## src/rtl/sram_l0_loader.sv

```systemverilog
// rtl/sram_l0_loader.sv - block copy engine from the SRAM macro into the L0 input FIFO
// Optional stall counter output enabled by defining LOADER_STALL_CNT_EN.
module sram_l0_loader #(
  parameter int DATA_BW = 32,
  parameter int ADDR_BW = 7,
  parameter int CNT_BW  = 8
) (
  input  logic               clk,
  input  logic               reset,
  input  logic               start,
  input  logic [ADDR_BW-1:0] base_addr,
  input  logic [CNT_BW-1:0]  num_words,
  output logic               sram_cen,
  output logic               sram_wen,
  output logic [ADDR_BW-1:0] sram_a,
  input  logic [DATA_BW-1:0] sram_q,
  input  logic               l0_full,
  output logic               l0_wr,
  output logic [DATA_BW-1:0] l0_in,
`ifdef LOADER_STALL_CNT_EN
  output logic [15:0]        stall_cnt,
`endif
  output logic               busy,
  output logic               done
);

  typedef enum logic [1:0] {IDLE, RUN, DRAIN, DONE} state_t;

  state_t             state;
  logic [ADDR_BW-1:0] addr_reg;
  logic [CNT_BW-1:0]  remaining;
  logic               in_flight;
  logic               skid_valid;
  logic [DATA_BW-1:0] skid_data;

  logic issue;
  logic skid_push;
  logic ret_push;
  logic ret_capture;
  logic skid_valid_next;
  logic drain_clear;

  // A word waiting in the skid blocks both new reads and direct returns, so
  // at most one word is ever held and the skid can never be overwritten.
  always_comb begin
    issue           = !reset && (state == RUN) && !l0_full && !skid_valid;
    skid_push       = !reset && skid_valid && !l0_full;
    ret_push        = !reset && in_flight && !l0_full && !skid_valid;
    ret_capture     = in_flight && !ret_push;
    skid_valid_next = skid_valid;
    if (ret_capture) begin
      skid_valid_next = 1'b1;
    end else if (skid_push) begin
      skid_valid_next = 1'b0;
    end
    drain_clear = !issue && !skid_valid_next;
  end

  always_comb begin
    sram_cen = !issue;
    sram_wen = 1'b1;
    sram_a   = issue ? addr_reg : '0;
    l0_wr    = skid_push || ret_push;
    l0_in    = '0;
    if (skid_push) begin
      l0_in = skid_data;
    end else if (ret_push) begin
      l0_in = sram_q;
    end
    busy = (state == RUN) || (state == DRAIN);
    done = (state == DONE);
  end

  always_ff @(posedge clk) begin
    if (reset) begin
      state      <= IDLE;
      addr_reg   <= '0;
      remaining  <= '0;
      in_flight  <= 1'b0;
      skid_valid <= 1'b0;
      skid_data  <= '0;
    end else begin
      in_flight  <= issue;
      skid_valid <= skid_valid_next;
      if (ret_capture) begin
        skid_data <= sram_q;
      end
      case (state)
        IDLE: begin
          if (start) begin
            addr_reg  <= base_addr;
            remaining <= num_words;
            state     <= (num_words == '0) ? DONE : RUN;
          end
        end
        RUN: begin
          if (issue) begin
            addr_reg  <= addr_reg + ADDR_BW'(1);
            remaining <= remaining - CNT_BW'(1);
            if (remaining == CNT_BW'(1)) begin
              state <= DRAIN;
            end
          end
        end
        DRAIN: begin
          if (drain_clear) begin
            state <= DONE;
          end
        end
        DONE: state <= IDLE;
        default: state <= IDLE;
      endcase
    end
  end

`ifdef LOADER_STALL_CNT_EN
  logic stall_event;

  always_comb begin
    stall_event = ((state == RUN) || (state == DRAIN)) && l0_full && (in_flight || skid_valid);
  end

  always_ff @(posedge clk) begin
    if (reset) begin
      stall_cnt <= '0;
    end else if ((state == IDLE) && start) begin
      stall_cnt <= '0;
    end else if (stall_event && (stall_cnt != 16'hFFFF)) begin
      stall_cnt <= stall_cnt + 16'd1;
    end
  end
`endif

endmodule

```

## config.mk

```make
export PLATFORM = sky130hd
export DESIGN_NAME = sram_l0_loader
export DESIGN_NICKNAME = d
export VERILOG_FILES = /design/src/rtl/sram_l0_loader.sv
export SDC_FILE = /design/constraint.sdc
export NUM_CORES = 1
export LEC_CHECK = 0
export ABC_AREA = 0
export CAP_MARGIN = 20
export CORE_MARGIN = 2
export CORE_UTILIZATION = 50
export CTS_CLUSTER_SIZE = 16
export DETAILED_ROUTE_END_ITERATION = 16
export DONT_BUFFER_PORTS = 1
export GPL_TIMING_DRIVEN = 0
export PLACE_DENSITY = 0.64
export SYNTH_ARGS = -nofsm -noshare
export SYNTH_HDL_FRONTEND = slang
export SYNTH_SLANG_ARGS = --single-unit
```

## constraint.sdc

```tcl
create_clock -name clk -period 1.7 [get_ports clk]
set_clock_uncertainty 0.05 [all_clocks]
set_input_delay 0.17 -clock clk [delete_from_list [all_inputs] [get_ports clk]]
set_output_delay 0.17 -clock clk [all_outputs]
set_load 0.02 [all_outputs]
```

==> flow_summary.toml, run 1 <==
[outcome]
outcome = "finished with violations"
violations = "setup timing"

[setup_path]
cp_cell_sequence = "inv_2 -> ha_4 -> nor4b_4 -> buf_6 -> clkinvlp_4 -> nor2_4"
cp.arrival_ns = 1.58
worst-path-max-fanout = 3
rr_worst_depth = 8
worstSetupPathType = "reg -> out"
endpoint_kind = "primary output"
crit_end = "sram_a[0]"
reg2reg_slack_ns = -0.04
worst_path_largest_cell_delay_ns = 0.33
cp.required_ns = 1.48
startpoint = "state[1]"
r2r-start = "state[1]"
slowest_stage = "dfxtp_2"
start_kind = "flip-flop"
critical_path.reg2reg.endpoint = "addr_reg[5]"

[sta]
hold_violations = 0
setup_viol = 12
grt_setup_unrepaired = "true"
slew_viol_final = 0
relSlewSlack_pct = 59.6
fmax_ghz = 0.557
fin_ws_ns = -0.0955
worstMarginPinSlew_ns = 0.606
tns_ns = -0.435
fin_crit_ns = 1.80
fin_crit_sh_pct = 106

[routing]
wl_per_cell_um = 18.6
vias_per_cell = 5.96
wl_um = 8780
drt-pass1-iter-count = 4
route.detailed.drc = 0
first_iter_violations = 221
postRouteAntennaNets = 0
dr_total_vias = 2809

[layout]
largest_register_ffs = 32
fin_area_um2 = 3950
drive_gt1_share_pct = 29.4
finalNetCount = 460
area_growth_pct = 43.8
antenna-diode-count = 0

[synthesis]
netlist-cell-type-count = 48
yosys_warnings = 0
synth.cells.most_frequent = "nand2_1, dfxtp_1, a21oi_1"
yosysMostFrequentCell = "nand2_1"
synthTopCellsByArea = "dfxtp_1, a22o_1, nand2_1"
synth_seq_area_share_pct = 37.2
syn_nets = 405
synth_top_area_share_pct = 37.2
avgSynthCellArea_um2 = 7.93
synth_edf_count = 0
netlist_area_um2 = 2750
syn-instance-count = 346
ys.flop_type = "dfxtp_1"
ys_ff_latch = 51
async_flop_share_pct = 0
post-synth-top-area-cell = "dfxtp_1"

[clock_network]
clk_pin_slew_worst_paths_ns = 0.09
worstSkewPairLatency_ns = 0.30
cts_tree = "built"
cts_buffers = 5
cts_root_buffer = "clkbuf_8"
htreeDepth = 2
max-clock-path-buffers = 2
clock-sinks = 51

[global_routing]
grt_pass1_vias = 2723
grt_max_degree = 15
grt_pass1_wl_um = 13500
grt_use_total_pct = 27.8
gr-total-overflow = 0
antenna_found_initial = 0

[run]
cap_violations = 0

[die]
die-width_um = 78.1
core-area_um2 = 5200
die_h_um = 78.1
rows = 26
die_area_um2 = 6100
pin_count = 95
start_util_pct = 52.7

[worst_hold_path]
hp-class = "in -> reg"

[place]
place.gp.congestion = 0.791
hpwl_um = 4850
port_buffers = 0
place_area_um2 = 2840

[pwr]
p_per_area_nw_per_um2 = 1050
ir_worst_vdd_uv = 800
leakage_nw = 1.53
placed cells by master (no fill, tap or decap), drive strengths merged, types with 2 or more instances in the layout:
cell type / count
nor2: 12
and2: 10
o221a: 2
nor3: 4
dlygate4sd3: 33
nor2b: 10
clkbuf: 21
o21a: 3
mux2: 2
dfxtp: 51
nand2b: 3
inv: 8
nand2: 73
nor4: 6
o21ai: 18
a22o: 33
a221oi: 2
ha: 8
o211ai: 3
a21oi: 47
buf: 29
nand3: 4
a41oi: 3
worst max-delay path, delay by kind of cell, from the launching register on:
kind / cells / cell delay (ns)
fa+ha+maj: 1 / 0.13
buf+inv: 3 / 0.39
flops: 1 / 0.33
simple gates: 2 / 0.41
per-stage QoR:
stage / worst slack [ns] / cells / power, mW / hold WS (ns) / util (%)
2_1_floorplan: 0.0284 / 346 / 2.50 / 0.256 / -
3_3_place_gp: -0.170 / 416 / 2.74 / 0.258 / 54.5
3_5_place_dp: -0.176 / 416 / 2.76 / 0.263 / 54.5
4_1_cts: -0.101 / 467 / 3.95 / 0.0181 / 72.5
5_1_grt: -0.168 / 471 / 4.37 / 0.00981 / 75.8
6_report: -0.0955 / 471 / 4.15 / 0.0183 / 75.8
worst min path at each step:
stage | from | endpoint | slack (ns) | cells past startpoint
5_1_grt | base_addr[0] | addr_reg[0] | 0.01 | 2
4_1_cts | base_addr[0] | addr_reg[0] | 0.02 | 2
2_1_floorplan | sram_q[0] | skid_data[0] | 0.26 | 2
3_3_place_gp | sram_q[29] | skid_data[29] | 0.26 | 2
3_5_place_dp | sram_q[22] | skid_data[22] | 0.26 | 2
6_report | base_addr[0] | addr_reg[0] | 0.02 | 2
where the power goes:
part	leakage [nW]	internal [mW]	switching, mW
Combinational	1.06	0.824	0.950
Clock	0.0513	0.432	0.405
Sequential	0.417	1.36	0.183
what timing repair did:
| item | 4_1_cts | 5_1_grt |
|---|---|---|
| setup endpoints to repair | 58 | 81 |
| buffers inserted | 11 | 3 |
| hold buffers | 33 | 0 |
| gates cloned | 2 | 3 |
| pin swaps | 3 | 41 |
| resized for setup | 92 | 42 |
| endpoints found under the hold margin | 33 | 0 |
final cells by class:
class	instances	area, um2
plain buffers	26	204
clock buffers	6	72.6
clock inverters	1	30.0
inverters	9	42.5
repair buffers	51	523
fillers	380	1260
multi-input cells	257	1960
flip-flops and latches	51	1030
well taps	70	87.6
logic make-up after synthesis:
logic type	Yosys count	share of synthesized area, %
adders and majority gates	8	3.65
muxes	3	1.19
buffers and inverters	38	6.24
other	1	0.137
DFF	51	37.2
and+or+nand+nor	128	22.3
AOI/OAI and AO/OA	117	29.3
layer usage:
layer	track usage, %	share of wire (%)	up-vias
met5	0	0	-
met4	8.07	2.1	0
met2	47.2	50	120
met3	5.75	5.9	22
met1	35.8	42	1337
li1	-	-	1330
Power figures use the tool's default switching activity.
==> run 2: changes to the inputs <==
CORE_MARGIN = 5   (was 2)
==> flow_summary.toml, run 2 (synthesized netlist as in run 1, its figures left out) <==
[setup_path]
cp.arrival_ns = 1.96
r2r-start = "state[1]"
cp.required_ns = 1.84
critical_path.reg2reg.endpoint = "remaining[3]"
start_kind = "flip-flop"
endpoint_kind = "flip-flop"
worstSetupPathType = "reg -> reg"
rr_worst_depth = 10
worst-path-max-fanout = 8
reg2reg_slack_ns = -0.12

[global_routing]
grt_use_total_pct = 24.6
grt_pass1_wl_um = 14300
grt_pass1_vias = 2838
antenna_found_initial = 0
grt_max_degree = 18
gr-total-overflow = 0

[die]
start_util_pct = 50.8
pin_count = 95
die_h_um = 84.1
die_area_um2 = 7070
die-width_um = 84.1
rows = 27
core-area_um2 = 5410

[outcome]
violations = "setup timing"
outcome = "finished with violations"

[routing]
drt-pass1-iter-count = 4
first_iter_violations = 131
wl_per_cell_um = 18.8
dr_total_vias = 2784
postRouteAntennaNets = 0
vias_per_cell = 5.82
route.detailed.drc = 0
wl_um = 8980

[pwr]
p_sw_mw = 1.52
leakage_nw = 1.56
seqPwrFrac_pct = 37.3
internal_power_mw = 2.60
p_per_area_nw_per_um2 = 1030
combPwrFrac_pct = 41.1
ir_worst_vdd_uv = 568
p_clk_share_pct = 21.6
power_mw = 4.12
switching_share_pct = 37.0

[sta]
relSlewSlack_pct = 58.9
hold_violations = 0
fin_crit_ns = 1.82
worstMarginPinSlew_ns = 0.617
fin_ws_ns = -0.120
timing.hold.ws_ns = 0.0118
slew_viol_final = 0
setup_viol = 51
fmax_ghz = 0.549
fin_crit_sh_pct = 107
grt_setup_unrepaired = "true"

[clock_network]
clock-sinks = 51
max-clock-path-buffers = 2
cts_buffers = 5
cts_root_buffer = "clkbuf_8"
cts_tree = "built"
htreeDepth = 2
worstSkewPairLatency_ns = 0.31
clk_pin_slew_worst_paths_ns = 0.10

[worst_hold_path]
hold_start = "base_addr[0]"
worst_hold_path.endpoint = "addr_reg[0]"
hold_depth = 2
hp-class = "in -> reg"

[layout]
finalNetCount = 464
final_common_cell = "nand2_1"
largest_register_ffs = 32
area_growth_pct = 45.9
antenna-diode-count = 0
drive_gt1_share_pct = 30.0
layout_common_cells = "nand2_1, dfxtp_1, a21oi_1"

[place]
place.gp.congestion = 0.809
port_buffers = 0
hpwl_um = 5110

[run]
cap_violations = 0
-- run 2: worst max path at each step --
stage	to	start	slack [ns]
after floorplan	state[1]	state[1]	0.03
after global placement	remaining[3]	state[1]	-0.19
after detailed placement	remaining[3]	state[1]	-0.17
after CTS	sram_a[0]	state[1]	-0.12
after global routing	addr_reg[6]	state[1]	-0.20
final	remaining[3]	state[1]	-0.12
-- run 2: stage by stage --
step	worst slack [ns]	instance area [um2]	instances	TNS (ns)	util, %
6_report	-0.120	4000	478	-2.50	74.1
5_1_grt	-0.204	4000	478	-7.04	74.1
4_1_cts	-0.121	3860	473	-0.685	71.4
3_5_place_dp	-0.173	2840	418	-2.65	52.5
3_3_place_gp	-0.187	2840	418	-2.31	52.5
2_1_floorplan	0.0284	2750	346	0	-
-- run 2: final cells by class --
cell class / count / area (um2)
buffer: 27 / 223
clock buffer: 5 / 68.8
clock inverter: 3 / 46.3
fill: 381 / 1400
inverter: 9 / 42.5
multi-input combinational: 257 / 1940
sequential: 51 / 1030
tap: 72 / 90.1
timing repair buffer: 54 / 568
-- run 2: what timing repair did --
action / 4_1_cts / 5_1_grt
endpoints found under the setup margin: 58 / 81
pin swaps: 10 / 34
hold buffers: 33 / 0
cloned: 2 / 3
setup buffers: 14 / 2
hold endpoints to repair: 33 / 0
gates resized for setup: 117 / 22
-- run 2: worst max-delay path: stages, from the launching register on --
cell     delay [ns]
dfxtp_2        0.37
inv_4          0.04
ha_4           0.15
nor4b_4        0.13
buf_6          0.13
buf_12         0.12
buf_6          0.10
o21a_4         0.23
buf_4          0.15
a22oi_2        0.16
nor2_1         0.05
-- run 2: power by group through the flow --
stage	clock network, mW	registers, mW	logic, mW
after floorplan	0	1.50	0.994
after global placement	0	1.53	1.21
after detailed placement	0	1.54	1.22
after CTS	0.897	1.53	1.61
after global routing	0.954	1.56	1.84
final	0.891	1.54	1.69
-- run 2: layer usage --
layer | vias up | wire [um] | global-route usage (%) | share of wire (%)
li1 | 1345 | - | - | -
met1 | 1323 | 3750 | 30.7 | 42
met2 | 103 | 4500 | 41.8 | 50
met3 | 13 | 584 | 5.73 | 6.5
met4 | 0 | 143 | 7.31 | 1.6
met5 | - | 0 | 0 | 0
==> run 3: changes to the inputs <==
CELL_PAD_IN_SITES_DETAIL_PLACEMENT = 0   (was unset)
CELL_PAD_IN_SITES_GLOBAL_PLACEMENT = 1   (was unset)
CORE_UTILIZATION = 40   (was 50)
PLACE_DENSITY = 0.7   (was 0.64)
==> flow_summary.toml, run 3 (synthesized netlist as in run 1, its figures left out) <==
[layout]
area.sequential_um2 = 1030
layout_common_cells = "nand2_1, dfxtp_1, a21oi_1"
instances_no_fill = 484
drive_gt1_share_pct = 29.5
area_growth_pct = 46.0
largest_register_ffs = 32
utilization_pct = 59.6
antenna-diode-count = 0
final_common_cell = "nand2_1"
fillers = 589
finalNetCount = 463
multi_input_area_um2 = 1940
fin_area_um2 = 4010

[sta]
slew_viol_final = 0
timing.hold.ws_ns = 0.0215
fin_crit_sh_pct = 106
fin_crit_ns = 1.81
fmax_ghz = 0.553
grt_setup_unrepaired = "true"
worstMarginPinSlew_ns = 0.617
hold_violations = 0
fin_ws_ns = -0.108
relSlewSlack_pct = 58.9
tns_ns = -1.27
setup_viol = 40

[setup_path]
reg2reg_slack_ns = -0.11
endpoint_kind = "flip-flop"
cp.required_ns = 1.85
r2r-start = "state[1]"
worstSetupPathType = "reg -> reg"
worst_path_largest_cell_delay_ns = 0.36
cp.arrival_ns = 1.96
critical_path.reg2reg.endpoint = "state[1]"
slowest_stage = "dfxtp_2"
start_kind = "flip-flop"
worst-path-max-fanout = 6
cp_cell_sequence = "inv_4 -> ha_4 -> buf_4 -> buf_12 -> clkinv_8 -> o211ai_1 -> a311oi_2 -> mux2_1"
rr_worst_depth = 8

[clock_network]
cts_tree = "built"
max-clock-path-buffers = 2
clk_pin_slew_worst_paths_ns = 0.09
htreeDepth = 2
cts_root_buffer = "clkbuf_8"
clock-sinks = 51
worstSkewPairLatency_ns = 0.31
cts_buffers = 5

[routing]
wl_per_cell_um = 17.9
vias_per_cell = 5.58
dr_total_vias = 2701
postRouteAntennaNets = 0
wl_um = 8640
route.detailed.drc = 0
drt-pass1-iter-count = 4
first_iter_violations = 78

[place]
place_area_um2 = 2850
port_buffers = 0
place.gp.congestion = 0.738
hpwl_um = 5440
dp_cells = 426

[global_routing]
gr-total-overflow = 0
grtUsageMet2_pct = 31.7
grt.busiest_layer = "met2"
grtUsageMet3_pct = 5.44
grt_use_met1_pct = 25.0
grt_pass1_wl_um = 13500
grt_use_total_pct = 19.4
grt_pass1_vias = 2606
grt_max_degree = 15
antenna_found_initial = 0

[worst_hold_path]
hold_depth = 2
hp-class = "in -> reg"
worst_hold_path.endpoint = "addr_reg[0]"
hold_start = "base_addr[0]"

[die]
die_h_um = 92.8
start_util_pct = 40.9
core-area_um2 = 6720
die-width_um = 92.8
die_area_um2 = 8620
rows = 30
pin_count = 95

[pwr]
ir_worst_vdd_uv = 611
p_per_area_nw_per_um2 = 1030
leakage_nw = 1.55

[outcome]
outcome = "finished with violations"
violations = "setup timing"

[run]
cap_violations = 0
-- run 3: cell count changes in the layout (fill, tap and decap cells not counted), sizes merged --
cell	change
inv	-2
clkinvlp	-1
clkinv	+1
-- run 3: layout make-up --
cell class                      count  area share, %
Timing Repair Buffer               53           13.5
Clock buffer                        6           1.81
Buffer                             27           6.12
Tap cell                           80           2.50
Inverter                            9           1.31
Sequential cell                    51           25.7
Clock inverter                      1          0.749
Multi-Input combinational cell    257           48.3
-- run 3: where the power goes --
group          switching, mW  total, mW  internal (mW)
Sequential             0.177       1.54           1.36
Clock                  0.404      0.836          0.432
Combinational          0.882       1.74          0.856
Total                   1.46       4.11           2.65
-- run 3: layer usage --
metal,wire [um],up-vias
li1,-,1343
met1,3820,1263
met2,4140,83
met3,567,12
met4,110,0
met5,0,-
-- run 3: metrics by stage --
stage | total power, mW | worst slack [ns]
floorplan | 2.50 | 0.0284
global placement | 2.76 | -0.224
detailed placement | 2.77 | -0.212
CTS | 3.85 | -0.109
global route | 4.35 | -0.162
finish | 4.11 | -0.108
-- run 3: worst max path at each step --
| stage | endpoint | cells past startpoint | start | slack [ns] |
|---|---|---|---|---|
| 2_1_floorplan | state[1] | 7 | state[1] | 0.03 |
| 3_3_place_gp | remaining[3] | 8 | state[1] | -0.22 |
| 3_5_place_dp | remaining[3] | 8 | state[1] | -0.21 |
| 4_1_cts | sram_a[0] | 6 | state[1] | -0.11 |
| 5_1_grt | state[1] | 8 | state[1] | -0.16 |
| 6_report | state[1] | 8 | state[1] | -0.11 |
-- run 3: worst max-delay path, delay by kind of cell, from the launching register on --
| family | cells | cell delay (ns) |
|---|---|---|
| muxes | 1 | 0.35 |
| adders and majority gates | 1 | 0.15 |
| AOI/OAI and AO/OA | 2 | 0.43 |
| DFF | 1 | 0.36 |
| buffers and inverters | 4 | 0.35 |
-- run 3: what timing repair did --
action / in CTS / in global routing
endpoints found under the setup margin: 59 / 76
hold endpoints to repair: 33 / 0
pin swaps: 3 / 9
gates resized for setup: 108 / 41
hold buffers: 33 / 0
buffers inserted: 9 / 7
gates cloned: 1 / 3
